<file path="config.mk">
export PLATFORM = sky130hd
export DESIGN_NAME = imm_extend_unit
export DESIGN_NICKNAME = d
export VERILOG_FILES = /design/src/rtl/imm_extend_unit.sv
export SDC_FILE = /design/constraint.sdc
export NUM_CORES = 1
export LEC_CHECK = 0
export ABC_AREA = 1
export CAP_MARGIN = 5
export CORE_MARGIN = 2
export CORE_UTILIZATION = 45
export DETAILED_ROUTE_END_ITERATION = 8
export GPL_TIMING_DRIVEN = 0
export MAX_ROUTING_LAYER = met4
export PLACE_DENSITY = 0.79
export SYNTH_ARGS = -nofsm -noshare
export SYNTH_HDL_FRONTEND = slang
export SYNTH_SLANG_ARGS = --single-unit
</file>
<file path="constraint.sdc">
create_clock -name clk -period 2 [get_ports clk]
set_input_delay 0.3 -clock clk [delete_from_list [all_inputs] [get_ports clk]]
set_output_delay 0.3 -clock clk [all_outputs]
set_load 0.1 [all_outputs]
</file>
<file path="src/rtl/imm_extend_unit.sv">
// Pipelined immediate extender: one-cycle valid/ready stage producing a DATA_W-bit immediate.
// Define IMM_PREFIX_EN to build the prefix register/FSM that pre-loads upper immediate bits.
module imm_extend_unit #(
  parameter int DATA_W = 19,
  parameter int IN_W   = 15,
  parameter int AR_W   = 5,
  parameter int TD_W   = 10,
  parameter int PFX_W  = 14
) (
  input  logic              clk,
  input  logic              rst,
  input  logic              in_valid,
  output logic              in_ready,
  input  logic [IN_W-1:0]   In,
  input  logic [1:0]        ImmSrc,
  input  logic              sign_en,
  input  logic              is_prefix,
  input  logic              flush,
  output logic              out_valid,
  input  logic              out_ready,
  output logic [DATA_W-1:0] ImmExt,
  output logic              prefix_armed
);

  localparam int XW = DATA_W + IN_W + PFX_W;

  // Keep the low nb bits of v, fill above with bit nb-1 when signed, then truncate.
  function automatic logic [DATA_W-1:0] extend(input logic [XW-1:0] v,
                                               input int unsigned nb,
                                               input logic sgn);
    logic [XW-1:0] mask;
    logic [XW-1:0] top;
    logic [XW-1:0] res;
    mask = ~({XW{1'b1}} << nb);
    res  = v & mask;
    top  = (nb != 0) ? (v >> (nb - 1)) : '0;
    if (sgn && (nb != 0) && top[0]) res = res | ~mask;
    return res[DATA_W-1:0];
  endfunction

  int unsigned       w_fw_p0;
  logic [XW-1:0]     w_field_p0;
  logic [DATA_W-1:0] w_imm_p0;
  logic              w_is_pfx_p0;
  logic              w_accept_p0;
  logic              w_take_p0;
  logic              r_vld_p1;
  logic [DATA_W-1:0] r_imm_p1;

  always_comb begin
    w_fw_p0 = 0;
    case (ImmSrc)
      2'b01:   w_fw_p0 = AR_W;
      2'b10:   w_fw_p0 = TD_W;
      2'b11:   w_fw_p0 = IN_W;
      default: w_fw_p0 = 0;
    endcase
  end

  assign w_field_p0  = XW'(In) >> (IN_W - w_fw_p0);
  assign in_ready    = !r_vld_p1 || out_ready;
  assign w_accept_p0 = in_valid && in_ready && !flush;
  assign w_take_p0   = w_accept_p0 && !w_is_pfx_p0;

`ifdef IMM_PREFIX_EN
  typedef enum logic {S_IDLE, S_ARMED} state_t;
  state_t             r_state;
  state_t             w_state_nxt;
  logic [PFX_W-1:0]   r_prefix;

  assign w_is_pfx_p0  = is_prefix;
  assign prefix_armed = (r_state == S_ARMED);

  always_ff @(posedge clk) begin
    if (rst) begin
      r_state  <= S_IDLE;
      r_prefix <= '0;
    end else begin
      r_state <= w_state_nxt;
      if (w_accept_p0 && is_prefix) r_prefix <= In[IN_W-1 -: PFX_W];
    end
  end

  always_comb begin
    w_state_nxt = r_state;
    if (flush)            w_state_nxt = S_IDLE;
    else if (w_accept_p0) w_state_nxt = is_prefix ? S_ARMED : S_IDLE;
  end

  always_comb begin
    w_imm_p0 = '0;
    if (ImmSrc == 2'b00)
      w_imm_p0 = '0;
    else if (r_state == S_ARMED)
      w_imm_p0 = extend((XW'(r_prefix) << w_fw_p0) | w_field_p0,
                        w_fw_p0 + PFX_W, sign_en);
    else
      w_imm_p0 = extend(w_field_p0, w_fw_p0, sign_en);
  end
`else
  logic w_unused_is_prefix;

  assign w_unused_is_prefix = is_prefix;
  assign w_is_pfx_p0        = 1'b0;
  assign prefix_armed       = 1'b0;
  assign w_imm_p0           = extend(w_field_p0, w_fw_p0, sign_en);
`endif

  // Stage p0 -> p1: output register, held while the consumer stalls.
  always_ff @(posedge clk) begin
    if (rst) begin
      r_vld_p1 <= 1'b0;
      r_imm_p1 <= '0;
    end else if (flush) begin
      r_vld_p1 <= 1'b0;
    end else if (w_take_p0) begin
      r_vld_p1 <= 1'b1;
      r_imm_p1 <= w_imm_p0;
    end else if (out_ready) begin
      r_vld_p1 <= 1'b0;
    end
  end

  assign out_valid = r_vld_p1;
  assign ImmExt    = r_imm_p1;

endmodule
</file>
==> run_summary.xml, run 1 <==
<?xml version="1.0" encoding="UTF-8"?>
<metrics>
  <group name="status">
    <metric name="run_status" unit="">finished, violations left</metric>
    <metric name="failing_checks" unit="">DRC</metric>
  </group>
  <group name="timing">
    <metric name="timing.slew.headroom" unit="">0.3561</metric>
    <metric name="timing.final.max_slew_violations" unit="">0</metric>
    <metric name="final_critical_path_required_period" unit="ns">1.913</metric>
    <metric name="setup_viol_count_final" unit="">0</metric>
    <metric name="report.final.hold_viol_count" unit="">0</metric>
    <metric name="ratio_of_final_minimum_period_to_clock_period" unit="">0.9566</metric>
    <metric name="clock_skews" unit="ns">0.01242</metric>
    <metric name="max_freq" unit="GHz">0.5227</metric>
    <metric name="actual_transition_at_the_worst_max_transition_pin" unit="ns">0.9696</metric>
    <metric name="unrepaired_setup_endpoints_after_global_routing" unit="">true</metric>
  </group>
  <group name="min_path">
    <metric name="worst_hold_path.num_cells" unit="">2</metric>
    <metric name="hp-class" unit="">reg -&gt; reg</metric>
    <metric name="timing.hold.worst.start" unit="">ImmExt[0]</metric>
    <metric name="hold_path_end" unit="">ImmExt[0]</metric>
  </group>
  <group name="global_routing">
    <metric name="number_of_global_route_vias_before_repair" unit="">1367</metric>
    <metric name="grt_first_pass_wirelength" unit="µm">6244</metric>
    <metric name="largest_net_degree_at_the_start_of_global_routing" unit="">11</metric>
    <metric name="overall_routing_resource_usage" unit="">0.2418</metric>
    <metric name="grt_overflow" unit="">0</metric>
    <metric name="initial_antenna_violation_count" unit="">0</metric>
  </group>
  <group name="synthesis">
    <metric name="count_of_flip_flops_with_a_built_in_enable_after_synthesis" unit="">0</metric>
    <metric name="synth.yosys.warnings" unit="">0</metric>
    <metric name="ys_seq_area_frac" unit="">0.2507</metric>
    <metric name="async_flop_share" unit="">0</metric>
    <metric name="netlist-cell-type-count" unit="">29</metric>
    <metric name="postSynthRegisterBits" unit="">17</metric>
    <metric name="postSynthNetCount" unit="">212</metric>
    <metric name="post_synth.cell_area_avg" unit="µm²">7.459</metric>
    <metric name="postSynthCellCount" unit="">182</metric>
    <metric name="post_synth_instance_area" unit="µm²">1358</metric>
    <metric name="postSynth.topFlopCell" unit="">sky130_fd_sc_hd__dfxtp_1</metric>
  </group>
  <group name="route">
    <metric name="aggregate_routed_wire_length" unit="µm">3762</metric>
    <metric name="drcViolationCount" unit="">4</metric>
    <metric name="detail_route.iter0.violations" unit="">69</metric>
    <metric name="ant_nets" unit="">0</metric>
    <metric name="num_vias" unit="">1426</metric>
    <metric name="vias_per_cell" unit="">5.464</metric>
    <metric name="avgRoutedWirePerCell" unit="µm">14.41</metric>
    <metric name="dr.pass1.iters" unit="">6</metric>
  </group>
  <group name="setup_path">
    <metric name="path_cells" unit="">buf_4 -&gt; clkdlybuf4s15_1</metric>
    <metric name="cp_class" unit="">reg -&gt; out</metric>
    <metric name="regToRegSetupSlack" unit="ns">0.54</metric>
    <metric name="worst_ep_required_time" unit="ns">1.70</metric>
    <metric name="critical_path.reg2reg.startpoint" unit="">out_valid</metric>
    <metric name="worstPathArrival" unit="ns">1.61</metric>
    <metric name="timing.critical_path.to_type" unit="">output port</metric>
    <metric name="crit_path_top_delay_cell" unit="">sky130_fd_sc_hd__clkdlybuf4s15_1</metric>
    <metric name="reg2regPathDepth" unit="">7</metric>
    <metric name="cp-start-kind" unit="">register</metric>
    <metric name="r2r_endpoint" unit="">ImmExt[1]</metric>
    <metric name="max_stage_delay" unit="ns">0.81</metric>
    <metric name="crit_path_max_fanout" unit="">5</metric>
  </group>
  <group name="floorplanning">
    <metric name="number_of_placement_rows" unit="">19</metric>
    <metric name="start_util" unit="">0.4839</metric>
    <metric name="die_w" unit="µm">58.93</metric>
    <metric name="boundaryPins" unit="">46</metric>
    <metric name="design.die.area" unit="µm²">3472</metric>
    <metric name="core_area" unit="µm²">2805</metric>
    <metric name="die_y" unit="µm">58.93</metric>
  </group>
  <group name="clocking">
    <metric name="htree_num_levels" unit="">1</metric>
    <metric name="tritoncts.num_buffers" unit="">3</metric>
    <metric name="cts-hold-fix-buffers" unit="">0</metric>
    <metric name="clock_tree_from_tritoncts" unit="">yes</metric>
    <metric name="clk-insertion-delay-late" unit="ns">0.29</metric>
    <metric name="numClockSinks" unit="">17</metric>
    <metric name="path_clk_slew" unit="ns">0.09</metric>
    <metric name="ctsRootBufferMaster" unit="">sky130_fd_sc_hd__clkbuf_4</metric>
    <metric name="clockBufferDepth" unit="">2</metric>
  </group>
  <group name="final_layout">
    <metric name="final_common_cell" unit="">sky130_fd_sc_hd__clkdlybuf4s50_1</metric>
    <metric name="layout_common_cells" unit="">sky130_fd_sc_hd__clkdlybuf4s50_1, sky130_fd_sc_hd__dlygate4sd2_1, sky130_fd_sc_hd__o21ai_0</metric>
    <metric name="post_layout_nonfiller_instances" unit="">261</metric>
    <metric name="design.final.nets" unit="">261</metric>
    <metric name="fill_cells" unit="">255</metric>
    <metric name="area_delta_synth_final" unit="%">38.71</metric>
    <metric name="register_area" unit="µm²">344.1</metric>
    <metric name="utilization" unit="">0.6713</metric>
    <metric name="multi_input_area" unit="µm²">878.3</metric>
    <metric name="drive_gt1_frac" unit="">0.2609</metric>
    <metric name="antenna-diode-count" unit="">0</metric>
  </group>
  <group name="power">
    <metric name="sw_frac_of_total" unit="">0.4630</metric>
    <metric name="switching_power" unit="mW">0.5106</metric>
    <metric name="vdd_drop_max" unit="mV">0.2331</metric>
    <metric name="total_design_power" unit="mW">1.103</metric>
    <metric name="internal_power" unit="mW">0.5923</metric>
    <metric name="p_comb_frac" unit="">0.495</metric>
    <metric name="clock_power_share" unit="">0.169</metric>
    <metric name="leakagePower" unit="nW">0.8162</metric>
    <metric name="part_of_the_total_power_dissipated_in_sequential_elements" unit="">0.336</metric>
    <metric name="power_density" unit="nW/µm²">585.7</metric>
  </group>
  <group name="placement">
    <metric name="globalplace.congestion" unit="">0.9118</metric>
    <metric name="placed_cells" unit="">256</metric>
    <metric name="port-buffer-count" unit="">43</metric>
    <metric name="detailedPlacementHpwl" unit="µm">3084</metric>
  </group>
  <group name="job">
    <metric name="drv.max_cap_violation_count" unit="">0</metric>
  </group>
</metrics>
[stage by stage]
stage	TNS, ns	worst slack (ns)	cell area [µm²]	hold WS [ns]
global route	-0.009162	-0.009162	1883	0.5629
global placement	-7.220	-0.4750	1842	0.5099
detailed placement	-8.332	-0.5585	1842	0.5212
CTS	0	0.01645	1879	0.5356
finish	0	0.08678	1883	0.5333
floorplan	-0.1926	-0.01870	1373	0.3630
[timing repair]
| item | 4_1_cts | 5_1_grt |
|---|---|---|
| setup endpoints to repair | 36 | 17 |
| resized for setup | 34 | 7 |
| pin swaps | 3 | 2 |
| setup buffers | 1 | 0 |
[cell usage after synthesis, types with 5 or more instances]
cell type                 instances  area (µm²)
sky130_fd_sc_hd__nand3_1         10       50.05
sky130_fd_sc_hd__a21oi_2         14       122.6
sky130_fd_sc_hd__nand2_2          7       43.79
sky130_fd_sc_hd__o21ai_0         23       115.1
sky130_fd_sc_hd__inv_1           20       75.07
sky130_fd_sc_hd__nor2_1          12       45.04
sky130_fd_sc_hd__a21oi_1         10       50.05
sky130_fd_sc_hd__o21ai_1          5       25.02
sky130_fd_sc_hd__nand2_1         15       56.30
sky130_fd_sc_hd__dfxtp_1         17       340.3
sky130_fd_sc_hd__ha_1             6       75.07
[registers in the layout, indices dropped and copies added, names as in the netlist]
name and cells:
out_valid 1, ImmExt 16
[layout make-up]
class                           instances  area share
Inverter                               23     0.04784
Clock buffer                            4     0.01395
Tap cell                               31     0.02060
Sequential cell                        17      0.1827
Multi-Input combinational cell        130      0.4664
Buffer                                 12     0.04983
Timing Repair Buffer                   44      0.2186
[metal layers]
| metal | vias up | part of all wire | GRT usage |
|---|---|---|---|
| li1 | 714 | - | - |
| met1 | 653 | 0.41 | 0.2996 |
| met2 | 55 | 0.51 | 0.4238 |
| met3 | 4 | 0.068 | 0.01538 |
| met4 | 0 | 0.011 | 0.06494 |
| met5 | - | 0 | - |
[how the worst max path moves through the flow]
stage          startpoint    endpoint  slack [ns]
2_1_floorplan   out_valid  ImmExt[17]       -0.02
3_3_place_gp    ImmSrc[1]  ImmExt[11]       -0.48
3_5_place_dp    ImmSrc[0]  ImmExt[13]       -0.56
4_1_cts         ImmSrc[0]  ImmExt[13]        0.02
5_1_grt         ImmSrc[1]   ImmExt[5]      -0.009
6_report       ImmExt[17]  ImmExt[16]        0.09
[power by group through the flow]
stage,Combinational (mW),Sequential [mW],Clock (mW)
after floorplan,0.244,0.539,0
after global placement,0.547,0.377,0
after detailed placement,0.552,0.380,0
after CTS,0.542,0.371,0.184
after global routing,0.578,0.374,0.204
final,0.546,0.371,0.186
[worst max-delay path: cells and delay by family, from the launching register on]
family,cells,cell delay [ns]
buffers and inverters,2,0.94
flip-flops,1,0.40
[cells by family after synthesis]
kind of cell    synth area share
buf+inv                   0.1299
compound gates            0.2774
simple gates              0.2839
other cells             0.002762
fa+ha+maj                0.05530
flops                     0.2507
Power figures use the tool's default switching activity.
==> run 2, diff against run 1 <==
--- a/config.mk
+++ b/config.mk
@@ -9,9 +9,10 @@
 export CAP_MARGIN = 5
 export CORE_MARGIN = 2
-export CORE_UTILIZATION = 45
+export CORE_UTILIZATION = 60
 export DETAILED_ROUTE_END_ITERATION = 8
+export DONT_BUFFER_PORTS = 1
 export GPL_TIMING_DRIVEN = 0
 export MAX_ROUTING_LAYER = met4
-export PLACE_DENSITY = 0.79
+export PLACE_DENSITY = 0.76
 export SYNTH_ARGS = -nofsm -noshare
 export SYNTH_HDL_FRONTEND = slang
==> constraint.sdc (replaced) <==
create_clock -name clk -period 1.97 [get_ports clk]
set_input_delay 0.591 -clock clk [delete_from_list [all_inputs] [get_ports clk]]
set_output_delay 0.591 -clock clk [all_outputs]
set_load 0.1 [all_outputs]
==> run_summary.xml, run 2 (synthesized netlist as in run 1, its figures left out) <==
<?xml version="1.0" encoding="UTF-8"?>
<metrics>
  <group name="final_layout">
    <metric name="fill_cells" unit="">154</metric>
    <metric name="layout_common_cells" unit="">sky130_fd_sc_hd__inv_1, sky130_fd_sc_hd__a21oi_2, sky130_fd_sc_hd__dfxtp_1</metric>
    <metric name="utilization" unit="">0.7757</metric>
    <metric name="area_delta_synth_final" unit="%">23.96</metric>
    <metric name="antenna-diode-count" unit="">0</metric>
    <metric name="post_layout_nonfiller_instances" unit="">219</metric>
    <metric name="largest_register_ff_count" unit="">16</metric>
    <metric name="drive_gt1_frac" unit="">0.4346</metric>
    <metric name="final_common_cell" unit="">sky130_fd_sc_hd__inv_1</metric>
    <metric name="design.final.nets" unit="">222</metric>
  </group>
  <group name="floorplanning">
    <metric name="core_area" unit="µm²">2170</metric>
    <metric name="design.die.area" unit="µm²">2659</metric>
    <metric name="boundaryPins" unit="">46</metric>
    <metric name="die_y" unit="µm">51.57</metric>
    <metric name="start_util" unit="">0.6257</metric>
    <metric name="die_w" unit="µm">51.57</metric>
    <metric name="number_of_placement_rows" unit="">17</metric>
  </group>
  <group name="clocking">
    <metric name="clockBufferDepth" unit="">2</metric>
    <metric name="htree_num_levels" unit="">1</metric>
    <metric name="ctsRootBufferMaster" unit="">sky130_fd_sc_hd__clkbuf_4</metric>
    <metric name="numClockSinks" unit="">17</metric>
    <metric name="clk-insertion-delay-late" unit="ns">0.31</metric>
    <metric name="clock_tree_from_tritoncts" unit="">yes</metric>
    <metric name="path_clk_slew" unit="ns">0.11</metric>
    <metric name="tritoncts.num_buffers" unit="">3</metric>
  </group>
  <group name="global_routing">
    <metric name="initial_antenna_violation_count" unit="">0</metric>
    <metric name="grt_overflow" unit="">0</metric>
    <metric name="largest_net_degree_at_the_start_of_global_routing" unit="">11</metric>
    <metric name="grt_first_pass_wirelength" unit="µm">5409</metric>
    <metric name="overall_routing_resource_usage" unit="">0.2809</metric>
    <metric name="number_of_global_route_vias_before_repair" unit="">1228</metric>
  </group>
  <group name="timing">
    <metric name="report.final.hold_viol_count" unit="">0</metric>
    <metric name="unrepaired_setup_endpoints_after_global_routing" unit="">true</metric>
    <metric name="max_freq" unit="GHz">0.4768</metric>
    <metric name="fin_ws" unit="ns">-0.1273</metric>
    <metric name="final_critical_path_required_period" unit="ns">2.097</metric>
    <metric name="timing.slew.headroom" unit="">0.2996</metric>
    <metric name="actual_transition_at_the_worst_max_transition_pin" unit="ns">1.049</metric>
    <metric name="clock_skews" unit="ns">0.01187</metric>
    <metric name="ratio_of_final_minimum_period_to_clock_period" unit="">1.065</metric>
    <metric name="setup_viol_count_final" unit="">17</metric>
    <metric name="timing.final.max_slew_violations" unit="">0</metric>
    <metric name="timing.setup.tns" unit="ns">-0.9512</metric>
    <metric name="final.hold.worst_slack" unit="ns">0.3330</metric>
  </group>
  <group name="setup_path">
    <metric name="crit_path_max_fanout" unit="">3</metric>
    <metric name="regToRegSetupSlack" unit="ns">-0.11</metric>
    <metric name="worst_ep_required_time" unit="ns">1.38</metric>
    <metric name="cp_class" unit="">reg -&gt; out</metric>
    <metric name="max_stage_delay" unit="ns">0.55</metric>
    <metric name="worstPathBufferInverterCount" unit="">2</metric>
    <metric name="timing.critical_path.max_delay_family" unit="">flip-flops</metric>
    <metric name="crit_path_top_delay_cell" unit="">sky130_fd_sc_hd__dfxtp_4</metric>
    <metric name="cp-start-kind" unit="">register</metric>
    <metric name="worstPathArrival" unit="ns">1.51</metric>
    <metric name="path_cells" unit="">inv_2 -&gt; nor2_4 -&gt; clkinvlp_4</metric>
    <metric name="timing.critical_path.to_type" unit="">output port</metric>
    <metric name="crit_path_start" unit="">out_valid</metric>
    <metric name="critical_path.reg2reg.startpoint" unit="">out_valid</metric>
  </group>
  <group name="status">
    <metric name="run_status" unit="">finished, violations left</metric>
    <metric name="failing_checks" unit="">setup timing</metric>
  </group>
  <group name="placement">
    <metric name="detailedPlacementHpwl" unit="µm">2704</metric>
    <metric name="port-buffer-count" unit="">0</metric>
    <metric name="placed_cells" unit="">210</metric>
    <metric name="globalplace.congestion" unit="">0.9353</metric>
  </group>
  <group name="power">
    <metric name="vdd_drop_max" unit="mV">0.4523</metric>
    <metric name="leakagePower" unit="nW">0.6510</metric>
    <metric name="total_design_power" unit="mW">1.113</metric>
    <metric name="power_density" unit="nW/µm²">661.3</metric>
  </group>
  <group name="route">
    <metric name="ant_nets" unit="">0</metric>
    <metric name="aggregate_routed_wire_length" unit="µm">4002</metric>
    <metric name="num_vias" unit="">1388</metric>
    <metric name="vias_per_cell" unit="">6.338</metric>
    <metric name="drcViolationCount" unit="">0</metric>
    <metric name="dr.pass1.iters" unit="">5</metric>
    <metric name="detail_route.iter0.violations" unit="">60</metric>
    <metric name="avgRoutedWirePerCell" unit="µm">18.27</metric>
  </group>
  <group name="min_path">
    <metric name="timing.hold.worst.start" unit="">rst</metric>
    <metric name="hp-class" unit="">in -&gt; reg</metric>
  </group>
  <group name="job">
    <metric name="drv.max_cap_violation_count" unit="">0</metric>
  </group>
</metrics>
run 2: changes by cell type in the layout (fill, tap and decap cells not counted), moves of 2 or more:
cell,before,now
sky130_fd_sc_hd__clkdlybuf4s50_1,20,0
sky130_fd_sc_hd__dlygate4sd2_1,18,0
sky130_fd_sc_hd__o21ai_2,0,12
sky130_fd_sc_hd__o21ai_0,17,6
sky130_fd_sc_hd__o21ai_1,11,5
sky130_fd_sc_hd__o21ai_4,0,5
sky130_fd_sc_hd__buf_6,3,6
sky130_fd_sc_hd__clkbuf_1,5,2
sky130_fd_sc_hd__clkdlybuf4s15_1,3,0
sky130_fd_sc_hd__a21oi_1,10,8
sky130_fd_sc_hd__a21oi_2,14,16
sky130_fd_sc_hd__buf_8,1,3
sky130_fd_sc_hd__ha_1,2,4
sky130_fd_sc_hd__inv_2,5,3
run 2: layer usage:
layer | track usage | up-vias | wire length (µm)
met5 | - | - | 0
met1 | 0.3208 | 640 | 1493
met3 | 0.04885 | 11 | 416
li1 | - | 638 | -
met4 | 0.1140 | 0 | 63
met2 | 0.4872 | 99 | 2029
run 2: worst paths after layout:
kind,end,depth (start not counted)
worst max-delay path,in_ready,3
worst min-delay path,out_valid,1
worst max register to register,ImmExt[11],8
worst min register to register,ImmExt[17],2
run 2: layout make-up:
cell class              instances  area (µm²)  area share
repair buffers                  5       62.56     0.03717
well taps                      28       35.03     0.02082
plain buffers                  12       123.9     0.07361
multi-input cells             130       992.2      0.5896
clock buffers                   4       26.28     0.01561
inverters                      23       95.09     0.05651
flip-flops and latches         17       347.8      0.2067
run 2: what timing repair did:
| action | 4_1_cts | 5_1_grt |
|---|---|---|
| setup buffers | 1 | 2 |
| endpoints found under the setup margin | 21 | 17 |
| cloned | 1 | 1 |
| gates resized for setup | 14 | 32 |
| pin swaps | 2 | 5 |
| hold buffers | 0 | 0 |
run 2: through the flow:
step / worst slack [ns] / area [µm²]
final: -0.1273 / 1683
after global routing: -0.1450 / 1683
after CTS: -0.1049 / 1521
after global placement: -0.2086 / 1433
after detailed placement: -0.2676 / 1433
after floorplan: 0.001664 / 1398
run 2: worst register-to-register path, stage by stage (launching register included):
cell and delay (ns):
sky130_fd_sc_hd__dfxtp_4 0.55, sky130_fd_sc_hd__inv_2 0.08, sky130_fd_sc_hd__nor2_4 0.10, sky130_fd_sc_hd__clkinvlp_4 0.46, sky130_fd_sc_hd__nand3_4 0.32, sky130_fd_sc_hd__inv_6 0.08
sky130_fd_sc_hd__buf_8 0.15, sky130_fd_sc_hd__o21ai_4 0.16, sky130_fd_sc_hd__a21oi_2 0.06
run 2: report_power, final:
group | switching (mW) | internal [mW] | leakage [nW]
registers | 0.186 | 0.365 | 0.141
logic | 0.235 | 0.126 | 0.495
clock network | 0.122 | 0.0792 | 0.0150
==> run 3, diff against run 2 <==
Settings changed: CTS_CLUSTER_SIZE set to 16.
==> results of run 3 <==
Same layout as run 2: the final DEF is identical, and so are final timing and power.
